`config.mk`:
```
export PLATFORM = sky130hd
export DESIGN_NAME = ula_sequenciador_flat
export DESIGN_NICKNAME = d
export VERILOG_FILES = /design/src/rtl/ula_seq_if.sv /design/src/rtl/ula_sequenciador.sv /design/src/flat_wrapper.sv
export SDC_FILE = /design/constraint.sdc
export NUM_CORES = 1
export LEC_CHECK = 0
export CORE_ASPECT_RATIO = 0.9
export CORE_MARGIN = 2
export CORE_UTILIZATION = 25
export CTS_CLUSTER_SIZE = 30
export DETAILED_ROUTE_END_ITERATION = 6
export DONT_BUFFER_PORTS = 1
export PLACE_DENSITY_LB_ADDON = 0.1
export SETUP_SLACK_MARGIN = 0.05
export SYNTH_ARGS = -nofsm -noshare
export SYNTH_HDL_FRONTEND = slang
export SYNTH_SLANG_ARGS = --single-unit
export TNS_END_PERCENT = 10
```
`constraint.sdc`:
```
create_clock -name clk -period 5.38 [get_ports clk]
set_input_delay 1.345 -clock clk [delete_from_list [all_inputs] [get_ports clk]]
set_output_delay 1.345 -clock clk [all_outputs]
set_load 0.05 [all_outputs]
```
`src/rtl/ula_seq_if.sv`:
```
// Instruction handshake and write-back report between an instruction source and ula_sequenciador.
// instr transfers on a rising edge where instr_valid && instr_ready; done/result are a one-cycle write-back report.
interface ula_seq_if #(
  parameter int LARG = 4
);
  logic            instr_valid;
  logic            instr_ready;
  logic [8:0]      instr;
  logic            done;
  logic [LARG-1:0] result;

  modport master (
    output instr_valid,
    output instr,
    input  instr_ready,
    input  done,
    input  result
  );

  modport slave (
    input  instr_valid,
    input  instr,
    output instr_ready,
    output done,
    output result
  );
endinterface

```
`src/rtl/ula_sequenciador.sv`:
```
// Sequencer for the 4-bit ULA: accepts 9-bit instructions, reads two registers, runs one ULA op
// (or a load-immediate for op 3'b111) and writes the result back into a 4 x 4-bit register file.
module ula_sequenciador #(
  parameter int NREG = 4,
  parameter int LARG = 4
) (
  input  logic            clk,
  input  logic            rst_n,
  ula_seq_if.slave        bus,
  output logic [2:0]      funcULA,
  output logic [LARG-1:0] A,
  output logic [LARG-1:0] B,
  input  logic [LARG-1:0] outULA,
  input  logic [1:0]      dbg_sel,
  output logic [LARG-1:0] dbg_data,
  output logic [1:0]      dbg_state
);

  localparam logic [1:0] OCIOSO  = 2'd0;
  localparam logic [1:0] EXEC    = 2'd1;
  localparam logic [1:0] ESCRITA = 2'd2;
  localparam logic [2:0] OP_LOAD = 3'b111;

  logic [1:0]      state;
  logic [1:0]      rd_q;
  logic [LARG-1:0] result_q;
  logic [LARG-1:0] regs [NREG];

  logic [2:0] op;
  logic [1:0] rd;
  logic [1:0] rs1;
  logic [1:0] rs2;

  assign op  = bus.instr[8:6];
  assign rd  = bus.instr[5:4];
  assign rs1 = bus.instr[3:2];
  assign rs2 = bus.instr[1:0];

  // Operands are read at acceptance; the previous write-back always finishes first, so no forwarding.
  always_ff @(posedge clk or negedge rst_n) begin
    if (!rst_n) begin
      state    <= OCIOSO;
      rd_q     <= 2'd0;
      result_q <= '0;
      funcULA  <= 3'd0;
      A        <= '0;
      B        <= '0;
      for (int i = 0; i < NREG; i++) regs[i] <= '0;
    end else begin
      case (state)
        OCIOSO: begin
          if (bus.instr_valid) begin
            rd_q <= rd;
            if (op == OP_LOAD) begin
              result_q <= bus.instr[LARG-1:0];
              state    <= ESCRITA;
            end else begin
              funcULA <= op;
              A       <= regs[rs1];
              B       <= regs[rs2];
              state   <= EXEC;
            end
          end
        end
        EXEC: begin
          result_q <= outULA;
          state    <= ESCRITA;
        end
        ESCRITA: begin
          regs[rd_q] <= result_q;
          state      <= OCIOSO;
        end
        default: state <= OCIOSO;
      endcase
    end
  end

  assign bus.instr_ready = (state == OCIOSO);
  assign bus.done        = (state == ESCRITA);
  assign bus.result      = result_q;
  assign dbg_data        = regs[dbg_sel];
  assign dbg_state       = state;

endmodule

```
`src/flat_wrapper.sv`:
```
// flat-port wrapper written by rule: the top's interface ports become plain ports
module ula_sequenciador_flat 
#(
  parameter int NREG = 4,
  parameter int LARG = 4
)
  (clk, rst_n, funcULA, A, B, outULA, dbg_sel, dbg_data, dbg_state, bus_instr_valid, bus_instr, bus_instr_ready, bus_done, bus_result);
  ula_seq_if #(.LARG(LARG)) bus_i ();
  input  logic clk;
  input  logic rst_n;
  output logic [2:0] funcULA;
  output logic [LARG-1:0] A;
  output logic [LARG-1:0] B;
  input  logic [LARG-1:0] outULA;
  input  logic [1:0] dbg_sel;
  output logic [LARG-1:0] dbg_data;
  output logic [1:0] dbg_state;
  input wire logic [$bits(bus_i.instr_valid)-1:0] bus_instr_valid;
  input wire logic [$bits(bus_i.instr)-1:0] bus_instr;
  output wire logic [$bits(bus_i.instr_ready)-1:0] bus_instr_ready;
  output wire logic [$bits(bus_i.done)-1:0] bus_done;
  output wire logic [$bits(bus_i.result)-1:0] bus_result;
  assign bus_i.instr_valid = bus_instr_valid;
  assign bus_i.instr = bus_instr;
  assign bus_instr_ready = bus_i.instr_ready;
  assign bus_done = bus_i.done;
  assign bus_result = bus_i.result;
  ula_sequenciador #(.NREG(NREG), .LARG(LARG)) u_core (.clk(clk), .rst_n(rst_n), .bus(bus_i), .funcULA(funcULA), .A(A), .B(B), .outULA(outULA), .dbg_sel(dbg_sel), .dbg_data(dbg_data), .dbg_state(dbg_state));
endmodule
```
==> metrics.txt <==
WS Path Type=input pin to primary output; Reg power frac=55.9%; min Tclk post-route=3.34 ns; clock network fraction of total power=16.4%; Post-DP Area=1800 µm²; Power Density=637 nW/µm²; Root Driver=clkbuf_8; port bufs=0; Die Ht=83.0 µm; worst min path class=register to register; Synth Area per Inst=16.7 µm²; final wirelength=4210 µm; synth unique cells=20; first-pass GRT wire length=6530 µm; Starting DRT DRC Count=26; status=finished clean; RSZ-0062 raised after global routing=no; Vias=956; #FFs+latches synth=35; full die area=7610 µm²; Final Hold Fails=0; Comb pwr share=27.7%; Warnings, synthesis=0; Power Total=0.00120 W; vias per cell=4.88; buffers plus inverters on the worst setup path=0; hold buffers post-CTS=0; post-synthesis sequential area ratio=50.6%; Sw Pwr=0.000531 W; cell-by-cell listing of the critical path=mux4_2; H-Tree Depth=2; clk slew on worst S/H paths=0.07 ns; Mapped Area=1730 µm²; internal cell power=0.000672 W; final core occ=28.4%; hold slack=0.557 ns; core area=6660 µm²; CTS Buf Count=5; skew final=0.00649 ns; Pleak=0.719 nW; ANT cells=0; clock sink total=35; CP endpoint kind=primary output; vias in the first global route=1046; Remaining DRCs=0; Die W=91.7 µm; Clk Latency, worst-skew pair=0.29 ns; initial core utilization=26.0%; endpoints failing setup=0; worst slew pin tran=0.879 ns; sw frac=44.2%; delay-heaviest family, CP=multiplexers; Critical Path Fanout Max=4; Final nets=124; area grow syn2layout=9.10%; fin crit share=62.1%; layout cells sized above 1=51.9%; largest net degree at the start of global routing=36; setup TNS=0 ns; DR WL/cell=21.5 µm; Peak VDD IR=0.265 mV; Pre-Repair DR Iteration Count=4; Max Clk Rate=0.300 GHz; critical path launch point type=input pin; crit-path max cell delay=0.65 ns; cell count after synthesis=104; io pins=41; Post-DRT Antenna Nets=0; total track usage=11.6%; fin area=1890 µm²; Slowest-stage cell, CP=mux4_2; CTS tree=done; grt total ovfl=0; Slew HR=41.2%; Mapped Nets=122; Post-CTS Setup Repair Bufs=0; Rows=28; Max Slew Vio Count=0; initial antenna violation count=0; # Max-Cap Violations=0; Worst EP required=4.03 ns; post-cts sizing count=0; routability cong.=0.665; clock tree buffer depth=2; most common cell after layout, fill and taps aside=dfrtp_1; CP arrival=1.99 ns; most frequent cells in the layout=dfrtp_1 (35), mux2_2 (20), mux4_2 (12)
[routing by layer]
metal / global-route usage [%] / vias to the layer above / part of all wire (%)
met2: 18.4 / 34 / 48
li1: - / 410 / -
met1: 14.2 / 506 / 44
met3: 4.72 / 6 / 6.4
met5: 0 / - / 0
met4: 4.48 / 0 / 1.5
[final cells by class]
class	instances	area (µm²)
clock buffer	6	82.6
clock inverter	1	5.00
fill	680	4770
inverter	1	3.75
multi-input combinational	63	810
sequential	35	876
tap	90	113
[cells in the mapped netlist]
master	number	area, µm²
mux2_2	20	225
o22a_2	6	60.1
nor3b_2	1	12.5
clkbuf_1	3	11.3
buf_6	1	11.3
o31a_1	4	35.0
and2b_2	1	8.76
mux2_4	7	105
nand2b_1	4	25.0
inv_1	1	3.75
mux4_2	12	270
and3b_1	2	17.5
dfrtp_1	35	876
nand4_1	1	6.26
nor2_1	1	3.75
a21oi_1	1	5.00
buf_12	1	20.0
a31oi_4	1	21.3
or3b_1	1	8.76
nand3_1	1	5.00
[stage by stage]
stage	instances	worst slack, ns
final	196	2.04
after global routing	196	2.04
after CTS	196	2.04
after detailed placement	189	2.04
after global placement	189	2.04
after floorplan	104	2.06
[state kept, by name, summed over array words and instances, names as in the netlist]
register,flops
u_core.bus.result,4
u_core.funcULA,3
u_core.regs,16
u_core.rd_q,2
u_core.B,4
u_core.dbg_state,2
u_core.A,4
[worst paths after layout]
path,depth (start not counted),end,from,slack [ns]
setup reg to reg,3,u_core.A[0],u_core.dbg_state[0],3.00
setup / recovery,1,dbg_data[0],dbg_sel[0],2.04
min in group asynchronous,0,u_core.regs[5],rst_n,0.75
hold / removal,1,u_core.regs[8],u_core.regs[8],0.56
hold reg to reg,1,u_core.regs[8],u_core.regs[8],0.56
max in group asynchronous,0,u_core.regs[2],rst_n,4.54
[cells by family after synthesis]
family	count (synthesis)	synth area share (%)
mux	39	34.7
flops	35	50.6
compound gates	12	7.01
simple gates	12	5.06
buf+inv	6	2.67
[power by group through the flow]
stage          combinational, W  clock (W)  sequential, W
2_1_floorplan          0.000318          0       0.000634
3_3_place_gp           0.000332          0       0.000679
3_5_place_dp           0.000336          0       0.000683
4_1_cts                0.000338   0.000203       0.000676
5_1_grt                0.000353   0.000217       0.000692
6_report               0.000333   0.000197       0.000673
Note: power is estimated with default switching activity, not from simulation.
==> edit: new RTL, same flow settings <==
`LARG` is set to 4 in 3 places; all go to 5.
--- a/src/rtl/ula_seq_if.sv
+++ b/src/rtl/ula_seq_if.sv
@@ -3,3 +3,3 @@
 interface ula_seq_if #(
-  parameter int LARG = 4
+  parameter int LARG = 5
 );
--- a/src/rtl/ula_sequenciador.sv
+++ b/src/rtl/ula_sequenciador.sv
@@ -4,3 +4,3 @@
   parameter int NREG = 4,
-  parameter int LARG = 4
+  parameter int LARG = 5
 ) (
--- a/src/flat_wrapper.sv
+++ b/src/flat_wrapper.sv
@@ -4,3 +4,3 @@
   parameter int NREG = 4,
-  parameter int LARG = 4
+  parameter int LARG = 5
 )
Interface: changed (5 resized); port bits go from 41 to 46. No check against the original RTL was run, so the function may have changed too.
==> edit against the unedited design <==
Sequential cell count up 7. Core utilization fell by 0.66 points. Sequential share of layout area up 0.41 points. Total power grew 18%. Area after synthesis up 21%. Largest cell class unchanged. Setup slack lost 0.0020 ns. Highest routed layer unchanged. Clock power rose by 5%. Final area rose by 19%. Largest power group unchanged. Wire length is 17% higher. Synthesized cell count rose by 29%. Die area up 20%.
==> edit: results (changes against the unedited design) <==
{| class="wikitable"
! Metric !! Value
|-
| Detail-routed net length per standard cell || 21.3 µm (was 21.5 µm)
|-
| Met1 Routed Length || 2230 µm (was 1860 µm)
|-
| R2r setup slk || 2.65 ns (was 3.00 ns)
|-
| Number of instances in the synthesized netlist || 134 (was 104)
|-
| Flip-flop count of the largest register after layout || 20 (was 16)
|-
| Status || completed (unchanged)
|-
| Leak Pwr || 0.000864 µW (was 0.000719 µW)
|-
| Max transition margin || 41.5% (was 41.2%)
|-
| Wire length on met3 || 309 µm (was 271 µm)
|-
| Met2 Use GR || 18.0% (was 18.4%)
|-
| Storage cell area || 0.00105 mm² (was 876 µm²)
|-
| Weighted congestion at the end of routability-driven global placement || 0.675 (was 0.665)
|-
| Met1 routing resource usage after global routing || 15.2% (was 14.2%)
|-
| Max IR drop VDD || 143 µV (was 265 µV)
|-
| Die Width || 101 µm (was 91.7 µm)
|-
| Multi-input comb cells || 82 (was 63)
|-
| End of the worst register-to-register path || u_core.regs[15]$_DFFE_PN0P_ (was u_core.A[0]$_DFFE_PN0P_)
|-
| Nets || 151 (was 124)
|-
| Vias post-DR || 1176 (was 956)
|-
| Area used by multi-input combinational logic || 977 µm² (was 810 µm²)
|-
| Clock Buffer Count || 7 (was 6)
|-
| Top cells by count, synth || 42 x sky130_fd_sc_hd__dfrtp_1, 26 x sky130_fd_sc_hd__mux2_2, 15 x sky130_fd_sc_hd__mux4_2 (was 35 x sky130_fd_sc_hd__dfrtp_1, 20 x sky130_fd_sc_hd__mux2_2, 12 x sky130_fd_sc_hd__mux4_2)
|-
| Fin Hold WS || 0.557 ns (about the same)
|-
| Power of the combinational group || 400 µW (was 333 µW)
|-
| Internal power contribution || 787 µW (was 672 µW)
|-
| Worst clock skew || 0.0101 ns (was 0.00649 ns)
|-
| Pin count of the biggest net entering global routing || 43 (was 36)
|-
| Filler Cell Count || 806 (was 680)
|}
==> edit: cell types whose count changed after synthesis, moves of 2 or more <==
cell                       change
sky130_fd_sc_hd__nor2_1        +2
sky130_fd_sc_hd__mux4_2        +3
sky130_fd_sc_hd__a31oi_1       +2
sky130_fd_sc_hd__nand3_1       +3
sky130_fd_sc_hd__o22a_2        -6
sky130_fd_sc_hd__dfrtp_1       +7
sky130_fd_sc_hd__clkbuf_1      +2
sky130_fd_sc_hd__o21ai_0       +2
sky130_fd_sc_hd__mux2_2        +6
sky130_fd_sc_hd__o22a_1        +6
==> edit: cells by family (layout without fill, tap and decap cells) <==
| logic type | count (synthesis) | after routing | share of synthesized area (%) |
|---|---|---|---|
| muxes | 47 | 47 | 34.3 |
| DFF | 42 | 42 | 50.1 |
| and+or+nand+nor | 21 | 21 | 7.16 |
| AOI/OAI and AO/OA | 14 | 14 | 5.07 |
| buffers and inverters | 10 | 9 | 3.34 |
